===== config.mk =====
export PLATFORM = sky130hd
export DESIGN_NAME = multicycle_control_flat
export DESIGN_NICKNAME = d
export VERILOG_FILES = /design/src/rtl/multicycle_control_if.sv /design/src/rtl/multicycle_control.sv /design/src/flat_wrapper.sv
export SDC_FILE = /design/constraint.sdc
export NUM_CORES = 1
export LEC_CHECK = 0
export ABC_AREA = 1
export BUFFER_PORTS_ARGS = -buffer_cell sky130_fd_sc_hd__buf_4
export CAP_MARGIN = 10
export CORE_AREA = 3 3 105 107
export CTS_CLUSTER_DIAMETER = 120
export DETAILED_ROUTE_END_ITERATION = 8
export DIE_AREA = 0 0 108 110
export PLACE_DENSITY = 0.66
export SETUP_SLACK_MARGIN = 0.5
export SLEW_MARGIN = 20
export SYNTH_ARGS = -nofsm -noshare
export SYNTH_HDL_FRONTEND = slang
export SYNTH_SLANG_ARGS = --single-unit
export TNS_END_PERCENT = 100

===== constraint.sdc =====
create_clock -name clk -period 1.8 [get_ports clk]
set_clock_uncertainty 0.05 [all_clocks]
set_input_delay 0.18 -clock clk [delete_from_list [all_inputs] [get_ports clk]]
set_output_delay 0.18 -clock clk [all_outputs]
set_load 0.01 [all_outputs]

===== src/rtl/multicycle_control_if.sv =====
// Memory handshake between the multi-cycle controller and the shared memory.
interface multicycle_control_if;
    logic mem_req;
    logic mem_we;
    logic iord;
    logic mem_ready;

    modport master (
        output mem_req,
        output mem_we,
        output iord,
        input  mem_ready
    );

    modport slave (
        input  mem_req,
        input  mem_we,
        input  iord,
        output mem_ready
    );
endinterface


===== src/rtl/multicycle_control.sv =====
// Multi-cycle FSM controller for the 15-instruction MIPS subset.
// Sequences FETCH/DECODE/EXEC/MEM/WB/BRANCH, traps illegal opcodes and
// memory timeouts into HALT, and counts retired instructions.
module multicycle_control #(
    parameter int MEM_TIMEOUT = 16,
    parameter int CNT_W       = 32
) (
    input  logic                  clk,
    input  logic                  reset,
    multicycle_control_if.master  bus,
    input  logic [5:0]            op,
    input  logic [5:0]            funct,
    input  logic                  equal,
    input  logic                  sign,
    output logic                  ir_write,
    output logic                  pc_write,
    output logic                  pc_branch,
    output logic                  reg_wr,
    output logic                  reg_dst,
    output logic                  mem_to_reg,
    output logic                  ext_op,
    output logic                  alu_src_a,
    output logic [1:0]            alu_src_b,
    output logic [2:0]            alu_ctr,
    output logic                  illegal,
    output logic                  timeout_err,
    output logic [CNT_W-1:0]      retired,
    output logic [2:0]            state
);

    typedef enum logic [2:0] {
        FETCH  = 3'd0,
        DECODE = 3'd1,
        EXEC   = 3'd2,
        MEM    = 3'd3,
        WB     = 3'd4,
        BRANCH = 3'd5,
        HALT   = 3'd6
    } state_t;

    // Moore control word, registered alongside the state it belongs to.
    typedef struct packed {
        logic       mem_req;
        logic       mem_we;
        logic       iord;
        logic       reg_wr;
        logic       reg_dst;
        logic       mem_to_reg;
        logic       ext_op;
        logic       alu_src_a;
        logic [1:0] alu_src_b;
        logic [2:0] alu_ctr;
    } ctl_t;

    localparam logic [5:0] OP_RTYPE = 6'b000000;
    localparam logic [5:0] OP_ADDI  = 6'b001000;
    localparam logic [5:0] OP_LW    = 6'b100011;
    localparam logic [5:0] OP_SW    = 6'b101011;
    localparam logic [5:0] OP_BEQ   = 6'b000100;
    localparam logic [5:0] OP_BNE   = 6'b000101;
    localparam logic [5:0] OP_BGTZ  = 6'b000111;

    // Wait counter only has to reach MEM_TIMEOUT-1.
    localparam int              WAIT_W    = (MEM_TIMEOUT > 1) ? $clog2(MEM_TIMEOUT) : 1;
    localparam logic [WAIT_W-1:0] WAIT_LAST = WAIT_W'(MEM_TIMEOUT - 1);
    localparam bit              TO_EN     = (MEM_TIMEOUT != 0);

    function automatic logic funct_legal(input logic [5:0] f);
        case (f)
            6'b100000, 6'b100001, 6'b100010, 6'b100011,
            6'b100100, 6'b100101, 6'b000000,
            6'b101010, 6'b101011: return 1'b1;
            default:              return 1'b0;
        endcase
    endfunction

    function automatic logic instr_legal(input logic [5:0] o, input logic [5:0] f);
        case (o)
            OP_RTYPE:                               return funct_legal(f);
            OP_ADDI, OP_LW, OP_SW,
            OP_BEQ, OP_BNE, OP_BGTZ:                return 1'b1;
            default:                                return 1'b0;
        endcase
    endfunction

    function automatic logic [2:0] rtype_alu(input logic [5:0] f);
        case (f)
            6'b100000: return 3'd2;
            6'b100001: return 3'd4;
            6'b100010,
            6'b100011: return 3'd6;
            6'b100100: return 3'd0;
            6'b100101: return 3'd1;
            6'b000000: return 3'd5;
            6'b101010: return 3'd3;
            6'b101011: return 3'd7;
            default:   return 3'd0;
        endcase
    endfunction

    function automatic ctl_t decode_ctl(input state_t s, input logic [5:0] o, input logic [5:0] f);
        ctl_t c;
        c = '0;
        case (s)
            FETCH: begin
                c.mem_req   = 1'b1;
                c.alu_src_b = 2'd1;
                c.alu_ctr   = 3'd2;
            end
            DECODE: begin
                c.alu_src_b = 2'd3;
                c.ext_op    = 1'b1;
                c.alu_ctr   = 3'd2;
            end
            EXEC: begin
                c.alu_src_a = 1'b1;
                if (o == OP_RTYPE) begin
                    c.alu_src_b = 2'd0;
                    c.alu_ctr   = rtype_alu(f);
                end else begin
                    c.alu_src_b = 2'd2;
                    c.ext_op    = 1'b1;
                    c.alu_ctr   = 3'd2;
                end
            end
            MEM: begin
                c.mem_req = 1'b1;
                c.iord    = 1'b1;
                c.mem_we  = (o == OP_SW);
            end
            WB: begin
                c.reg_wr     = 1'b1;
                c.reg_dst    = (o == OP_RTYPE);
                c.mem_to_reg = (o == OP_LW);
            end
            BRANCH: begin
                c.alu_src_a = 1'b1;
                c.alu_src_b = 2'd0;
                c.alu_ctr   = 3'd6;
            end
            default: ;
        endcase
        return c;
    endfunction

    state_t             state_q;
    state_t             nxt;
    ctl_t               ctl_q;
    logic [5:0]         op_q;
    logic [5:0]         funct_q;
    logic [5:0]         op_nxt;
    logic [5:0]         funct_nxt;
    logic [WAIT_W-1:0]  wait_cnt;
    logic [CNT_W-1:0]   retired_q;
    logic               illegal_q;
    logic               timeout_q;
    logic               expire;
    logic               taken;
    logic               retire;

    assign expire = TO_EN && (wait_cnt == WAIT_LAST) && !bus.mem_ready;

    // op/funct become valid in DECODE and are latched for the later states.
    assign op_nxt    = (state_q == DECODE) ? op    : op_q;
    assign funct_nxt = (state_q == DECODE) ? funct : funct_q;

    assign taken = ((op_q == OP_BEQ)  &  equal) |
                   ((op_q == OP_BNE)  & ~equal) |
                   ((op_q == OP_BGTZ) & ~equal & ~sign);

    // Next-state selection; every exit back to FETCH is a retirement.
    always_comb begin
        nxt = state_q;
        case (state_q)
            FETCH: begin
                if (bus.mem_ready)  nxt = DECODE;
                else if (expire)    nxt = HALT;
            end
            DECODE: begin
                if (!instr_legal(op, funct))                        nxt = HALT;
                else if (op == OP_BEQ || op == OP_BNE || op == OP_BGTZ) nxt = BRANCH;
                else                                                nxt = EXEC;
            end
            EXEC:    nxt = (op_q == OP_LW || op_q == OP_SW) ? MEM : WB;
            MEM: begin
                if (bus.mem_ready)  nxt = (op_q == OP_SW) ? FETCH : WB;
                else if (expire)    nxt = HALT;
            end
            WB:      nxt = FETCH;
            BRANCH:  nxt = FETCH;
            default: nxt = HALT;
        endcase
        retire = (nxt == FETCH) && (state_q != FETCH);
    end

    // State, registered Moore outputs, wait counter, traps and retire count.
    always_ff @(posedge clk) begin
        if (reset) begin
            state_q   <= FETCH;
            ctl_q     <= decode_ctl(FETCH, 6'd0, 6'd0);
            op_q      <= '0;
            funct_q   <= '0;
            wait_cnt  <= '0;
            retired_q <= '0;
            illegal_q <= 1'b0;
            timeout_q <= 1'b0;
        end else begin
            state_q <= nxt;
            ctl_q   <= decode_ctl(nxt, op_nxt, funct_nxt);
            op_q    <= op_nxt;
            funct_q <= funct_nxt;
            if ((nxt == FETCH || nxt == MEM) && nxt != state_q)
                wait_cnt <= '0;
            else if (ctl_q.mem_req && !bus.mem_ready)
                wait_cnt <= wait_cnt + 1'b1;
            if (retire)
                retired_q <= retired_q + 1'b1;
            if (state_q == DECODE && !instr_legal(op, funct))
                illegal_q <= 1'b1;
            if ((state_q == FETCH || state_q == MEM) && expire)
                timeout_q <= 1'b1;
        end
    end

    // Strobes are silenced during the reset cycle; Mealy strobes follow inputs.
    assign bus.mem_req = ctl_q.mem_req & ~reset;
    assign bus.mem_we  = ctl_q.mem_we  & ~reset;
    assign bus.iord    = ctl_q.iord    & ~reset;
    assign reg_wr      = ctl_q.reg_wr     & ~reset;
    assign reg_dst     = ctl_q.reg_dst    & ~reset;
    assign mem_to_reg  = ctl_q.mem_to_reg & ~reset;
    assign ext_op      = ctl_q.ext_op     & ~reset;
    assign alu_src_a   = ctl_q.alu_src_a  & ~reset;
    assign alu_src_b   = reset ? 2'd0 : ctl_q.alu_src_b;
    assign alu_ctr     = reset ? 3'd0 : ctl_q.alu_ctr;
    assign ir_write    = (state_q == FETCH)  & bus.mem_ready & ~reset;
    assign pc_write    = (state_q == FETCH)  & bus.mem_ready & ~reset;
    assign pc_branch   = (state_q == BRANCH) & taken & ~reset;

    assign illegal     = illegal_q;
    assign timeout_err = timeout_q;
    assign retired     = retired_q;
    assign state       = state_q;

endmodule


===== src/flat_wrapper.sv =====
// flat-port wrapper written by rule: the top's interface ports become plain ports
module multicycle_control_flat 
#(
    parameter int MEM_TIMEOUT = 16,
    parameter int CNT_W       = 32
)
  (clk, reset, op, funct, equal, sign, ir_write, pc_write, pc_branch, reg_wr, reg_dst, mem_to_reg, ext_op, alu_src_a, alu_src_b, alu_ctr, illegal, timeout_err, retired, state, bus_mem_req, bus_mem_we, bus_iord, bus_mem_ready);
  multicycle_control_if bus_i ();
  input  logic clk;
  input  logic reset;
  input  logic [5:0] op;
  input  logic [5:0] funct;
  input  logic equal;
  input  logic sign;
  output logic ir_write;
  output logic pc_write;
  output logic pc_branch;
  output logic reg_wr;
  output logic reg_dst;
  output logic mem_to_reg;
  output logic ext_op;
  output logic alu_src_a;
  output logic [1:0] alu_src_b;
  output logic [2:0] alu_ctr;
  output logic illegal;
  output logic timeout_err;
  output logic [CNT_W-1:0] retired;
  output logic [2:0] state;
  output wire logic [$bits(bus_i.mem_req)-1:0] bus_mem_req;
  output wire logic [$bits(bus_i.mem_we)-1:0] bus_mem_we;
  output wire logic [$bits(bus_i.iord)-1:0] bus_iord;
  input wire logic [$bits(bus_i.mem_ready)-1:0] bus_mem_ready;
  assign bus_mem_req = bus_i.mem_req;
  assign bus_mem_we = bus_i.mem_we;
  assign bus_iord = bus_i.iord;
  assign bus_i.mem_ready = bus_mem_ready;
  multicycle_control #(.MEM_TIMEOUT(MEM_TIMEOUT), .CNT_W(CNT_W)) u_core (.clk(clk), .reset(reset), .bus(bus_i), .op(op), .funct(funct), .equal(equal), .sign(sign), .ir_write(ir_write), .pc_write(pc_write), .pc_branch(pc_branch), .reg_wr(reg_wr), .reg_dst(reg_dst), .mem_to_reg(mem_to_reg), .ext_op(ext_op), .alu_src_a(alu_src_a), .alu_src_b(alu_src_b), .alu_ctr(alu_ctr), .illegal(illegal), .timeout_err(timeout_err), .retired(retired), .state(state));
endmodule

==> summary.md <==
| Metric | Value |
|---|---|
| Status | complete, but fails checks |
| Failing checks | setup timing |
| Starting Density | 38.3% |
| Overflow left after global routing | 0 |
| Footprint of the multi-input gates | 0.00266 mm^2 |
| CTS root buf | clkbuf_8 |
| Setup crit start kind | register |
| Slowest CP cell | dfxtp_4 |
| Crit path kind | reg -> reg |
| Core Util, Final | 60.5% |
| Largest net degree at the start of global routing | 37 |
| Mapped Nets | 598 |
| Leak Pwr | 2.69 nW |
| First-pass GRT wire length | 20900 um |
| R2R Path End | u_core.retired[23] |
| Post-synthesis sequential area ratio | 33.8% |
| Fillers | 878 |
| Vias in the first global route | 4415 |
| Ant diodes | 0 |
| CTS Buffer Depth | 2 |
| DR vias/cell | 5.13 |
| PwrDens | 1340 mW/mm^2 |
| Fraction of layout cells with a size suffix above 1 | 41.8% |
| CTS tree | built |
| Design Power | 0.00829 W |
| DR WL/cell | 15.3 um |
| Ys flop type | dfxtp_1 |
| Final RePlAce weighted congestion | 0.961 |
| Met2 Use GR | 38.5% |
| Final Hold Viols | 0 |
| Die width | 108 um |
| FF-to-FF setup slack | -160 ps |
| Via count | 4580 |
| Hold Path Depth | 3 |
| Cell types occupying the most area after synthesis | dfxtp_1 34%, nand2_1 13%, nor2_1 8.3%, nand4_1 7.2%, a21oi_1 5.5% |
| Mean Syn Cell Area | 6.76 um^2 |
| Crit path top cell by count | nand2_4 |
| Post-synth EDFFs | 0 |
| Critical Path AT | 2200 ps |
| Final worst slack | -161 ps |
| Tmin final | 1960 ps |
| Setup violators final | 44 |
| Yosys warns | 0 |
| FF-to-FF Start | u_core.state[1] |
| DRC Markers | 0 |
| Synth Cell Area | 0.00391 mm^2 |
| Synth Area in Compound Gates | 8.12% |
| Nets@finish | 770 |
| Post-synth top area share | 33.8% |
| Synth-to-Final Area Change | 58.2% |
| Hold Crit Endpoint | u_core.funct_q[1] |
| Max stage delay on crit path | 370 ps |
| Dpl hpwl | 8490 um |
| Area occupied by registers | 0.00134 mm^2 |
| Initial antenna violation count | 0 |
| Io pins | 70 |
| DRT iter0 DRCs | 285 |
| Gate Count Post-Synth | 579 |
| Asr flop ratio synth | 0% |
| Routed wire length | 13600 um |
| Maxcap violations | 0 |
| CP cell instances | clkinv_4 > nand2_4 > buf_6 > inv_4 > nand2_4 > nor2_4 > a21oi_2 > nand2_4 > nor2_8 > buf_6 > buf_12 > nand4_1 > a21oi_1 |
| Drt first pass iters | 5 |
| Reg2reg path depth | 13 |
| Die Footprint | 0.0119 mm^2 |
| Met3 Track Usage GR | 4.54% |
| GRT Resource Usage Total | 22.1% |
| Least-Margin Pin Slew | 410 ps |
| Max-slew violations | 0 |
| Worst Setup End Kind | register |
| Mux contribution to synthesized area | 0.256% |
| CTS Buf Count | 9 |
| Unique cell type count in the Yosys netlist | 37 |
| Max H-tree Level | 3 |
| Adder-Cell Fraction of Synth Area | 0.639% |
| Critical Path Fanout Max | 8 |
| Crit-path leading delay family | simple AND/OR/NAND/NOR gates |
| Fin Hold WS | 154 ps |
| Hold Path Origin | funct[1] |
| GR peak layer | met2 |
| RSZ-0062 raised after global routing | yes |
| Post-route antenna net violation count | 0 |
| Clk sinks | 66 |
| Synth Area in XOR/XNOR | 7.38% |
| Die height | 110 um |
| Area leader, netlist | dfxtp_1 |
| Bufs and invs on worst path | 5 |
| Synth Register Bits | 66 |
| # rows | 37 |
| Main combinational cell family by area after synthesis | simple AND/OR/NAND/NOR gates |
| Simple logic cell fraction of the synthesized area | 40.6% |
| Register clock-pin slew on the reported worst setup and hold paths | 70 ps |
| FMAX | 510 MHz |
| Rel. slew slack | 72.7% |
| Hold Crit Class | in -> reg |
| M1 GR Usage | 27.2% |
| Final Cycle Share | 109% |
| Core box area | 0.0102 mm^2 |
| Buffers added on ports | 69 |
| Latest clock arrival within the worst-skew pair | 360 ps |
| CP required | 2040 ps |
| Max VDD drop | 0.696 mV |
[per-layer routing]
metal	vias to the layer above	part of all wire, %
li1	2249	-
met1	2132	42
met2	169	50
met3	30	5.7
met4	0	2.1
met5	-	0
[stage by stage]
step                TNS [ps]  instance area, um^2  setup slack (ps)  std cells
floorplan                  0                 3990              26.2        579
global placement       -3230                 5180             -91.1        842
detailed placement     -4760                 5180              -140        842
CTS                     -995                 5820             -44.3        879
global route           -8990                 6190              -249        892
finish                 -4960                 6190              -161        892
[kinds of logic (layout without fill, tap and decap cells)]
logic type,after synthesis,in the layout
xor+xnor,33,33
compound gates,62,62
buf+inv,77,253
simple gates,338,339
mux,1,1
fa+ha+maj,2,2
flops,66,66
[how the worst max path moves through the flow]
| stage | endpoint | startpoint | depth (start not counted) |
|---|---|---|---|
| floorplan | u_core.retired[22] | u_core.wait_cnt[1] | 12 |
| global placement | u_core.retired[18] | op[5] | 12 |
| detailed placement | u_core.retired[23] | u_core.state[1] | 12 |
| CTS | u_core.retired[3] | u_core.wait_cnt[0] | 11 |
| global route | u_core.retired[31] | u_core.state[1] | 13 |
| finish | u_core.retired[23] | u_core.state[1] | 13 |
[worst reg2reg max path: cells and delay by family (launching register included)]
family          cells  cell delay (ps)
compound gates      2              340
buf+inv             5              490
flops               1              370
simple gates        6              670
[registers in the layout, indices dropped and copies added, names as in the netlist]
name                count
u_core.wait_cnt         4
u_core.retired         32
u_core.state            3
u_core.ctl_q           13
u_core.illegal          1
u_core.timeout_err      1
u_core.funct_q          6
u_core.op_q             6
[where the power goes]
| part | internal (W) | leakage, nW | switching, W |
|---|---|---|---|
| Combinational | 0.00238 | 2.04 | 0.00272 |
| Clock | 0.000753 | 0.107 | 0.000584 |
| Sequential | 0.00168 | 0.541 | 0.000174 |
| Total | 0.00481 | 2.69 | 0.00347 |
[synthesized netlist by cell type (2+ instances only)]
cell      count
nor3_1       17
nor2_1       87
buf_6         7
buf_1         2
nor2_2        5
xor2_1       20
inv_2         4
nor2_8        2
a21oi_1      43
nor3_2        3
dfxtp_1      66
nor3b_1       2
buf_4         3
o21ai_1       4
nand3_4       2
xnor2_1      13
nand2_1     132
o211ai_1      2
nand2_2       4
nor2_4        2
inv_1        51
o21ai_0      12
nand4_1      45
clkbuf_1      7
nand3_1      31
ha_1          2
[cell usage in the layout (no fill, tap or decap), types with 2 or more instances in the layout]
master / instances
o211ai_1: 2
nor2_2: 10
clkbuf_8: 12
nor3_2: 4
o21ai_1: 2
buf_4: 150
dfxtp_2: 8
a21oi_1: 33
inv_2: 9
nor2_1: 77
buf_16: 2
o21ai_4: 4
xnor2_1: 13
nand3_1: 23
nand3_4: 5
nand4_1: 45
nor3_1: 13
a21oi_2: 10
nand2_1: 107
inv_4: 4
dfxtp_1: 55
clkbuf_1: 2
nand2_2: 19
o21ai_2: 8
o21ai_0: 2
nand2_4: 11
nor2_8: 2
buf_12: 5
nor2_4: 8
dfxtp_4: 3
clkbuf_16: 2
nor3_4: 3
xor2_1: 20
buf_6: 21
inv_1: 41
nand3_2: 6
[area by class of cell]
cell class                 count  share of cell area (%)
sequential                    66                    21.7
multi-input combinational    437                    42.9
clock inverter                 2                   0.566
tap                          136                    2.75
timing repair buffer         181                    25.6
clock buffer                  14                    2.79
inverter                      56                    3.72
[timing repair]
action	CTS	global route
setup endpoints to repair	62	69
hold buffers	0	0
cloned	3	2
gates resized for setup	73	66
pin swaps	37	29
buffers inserted	18	11
No activity file was read; power rests on OpenSTA's default activity.
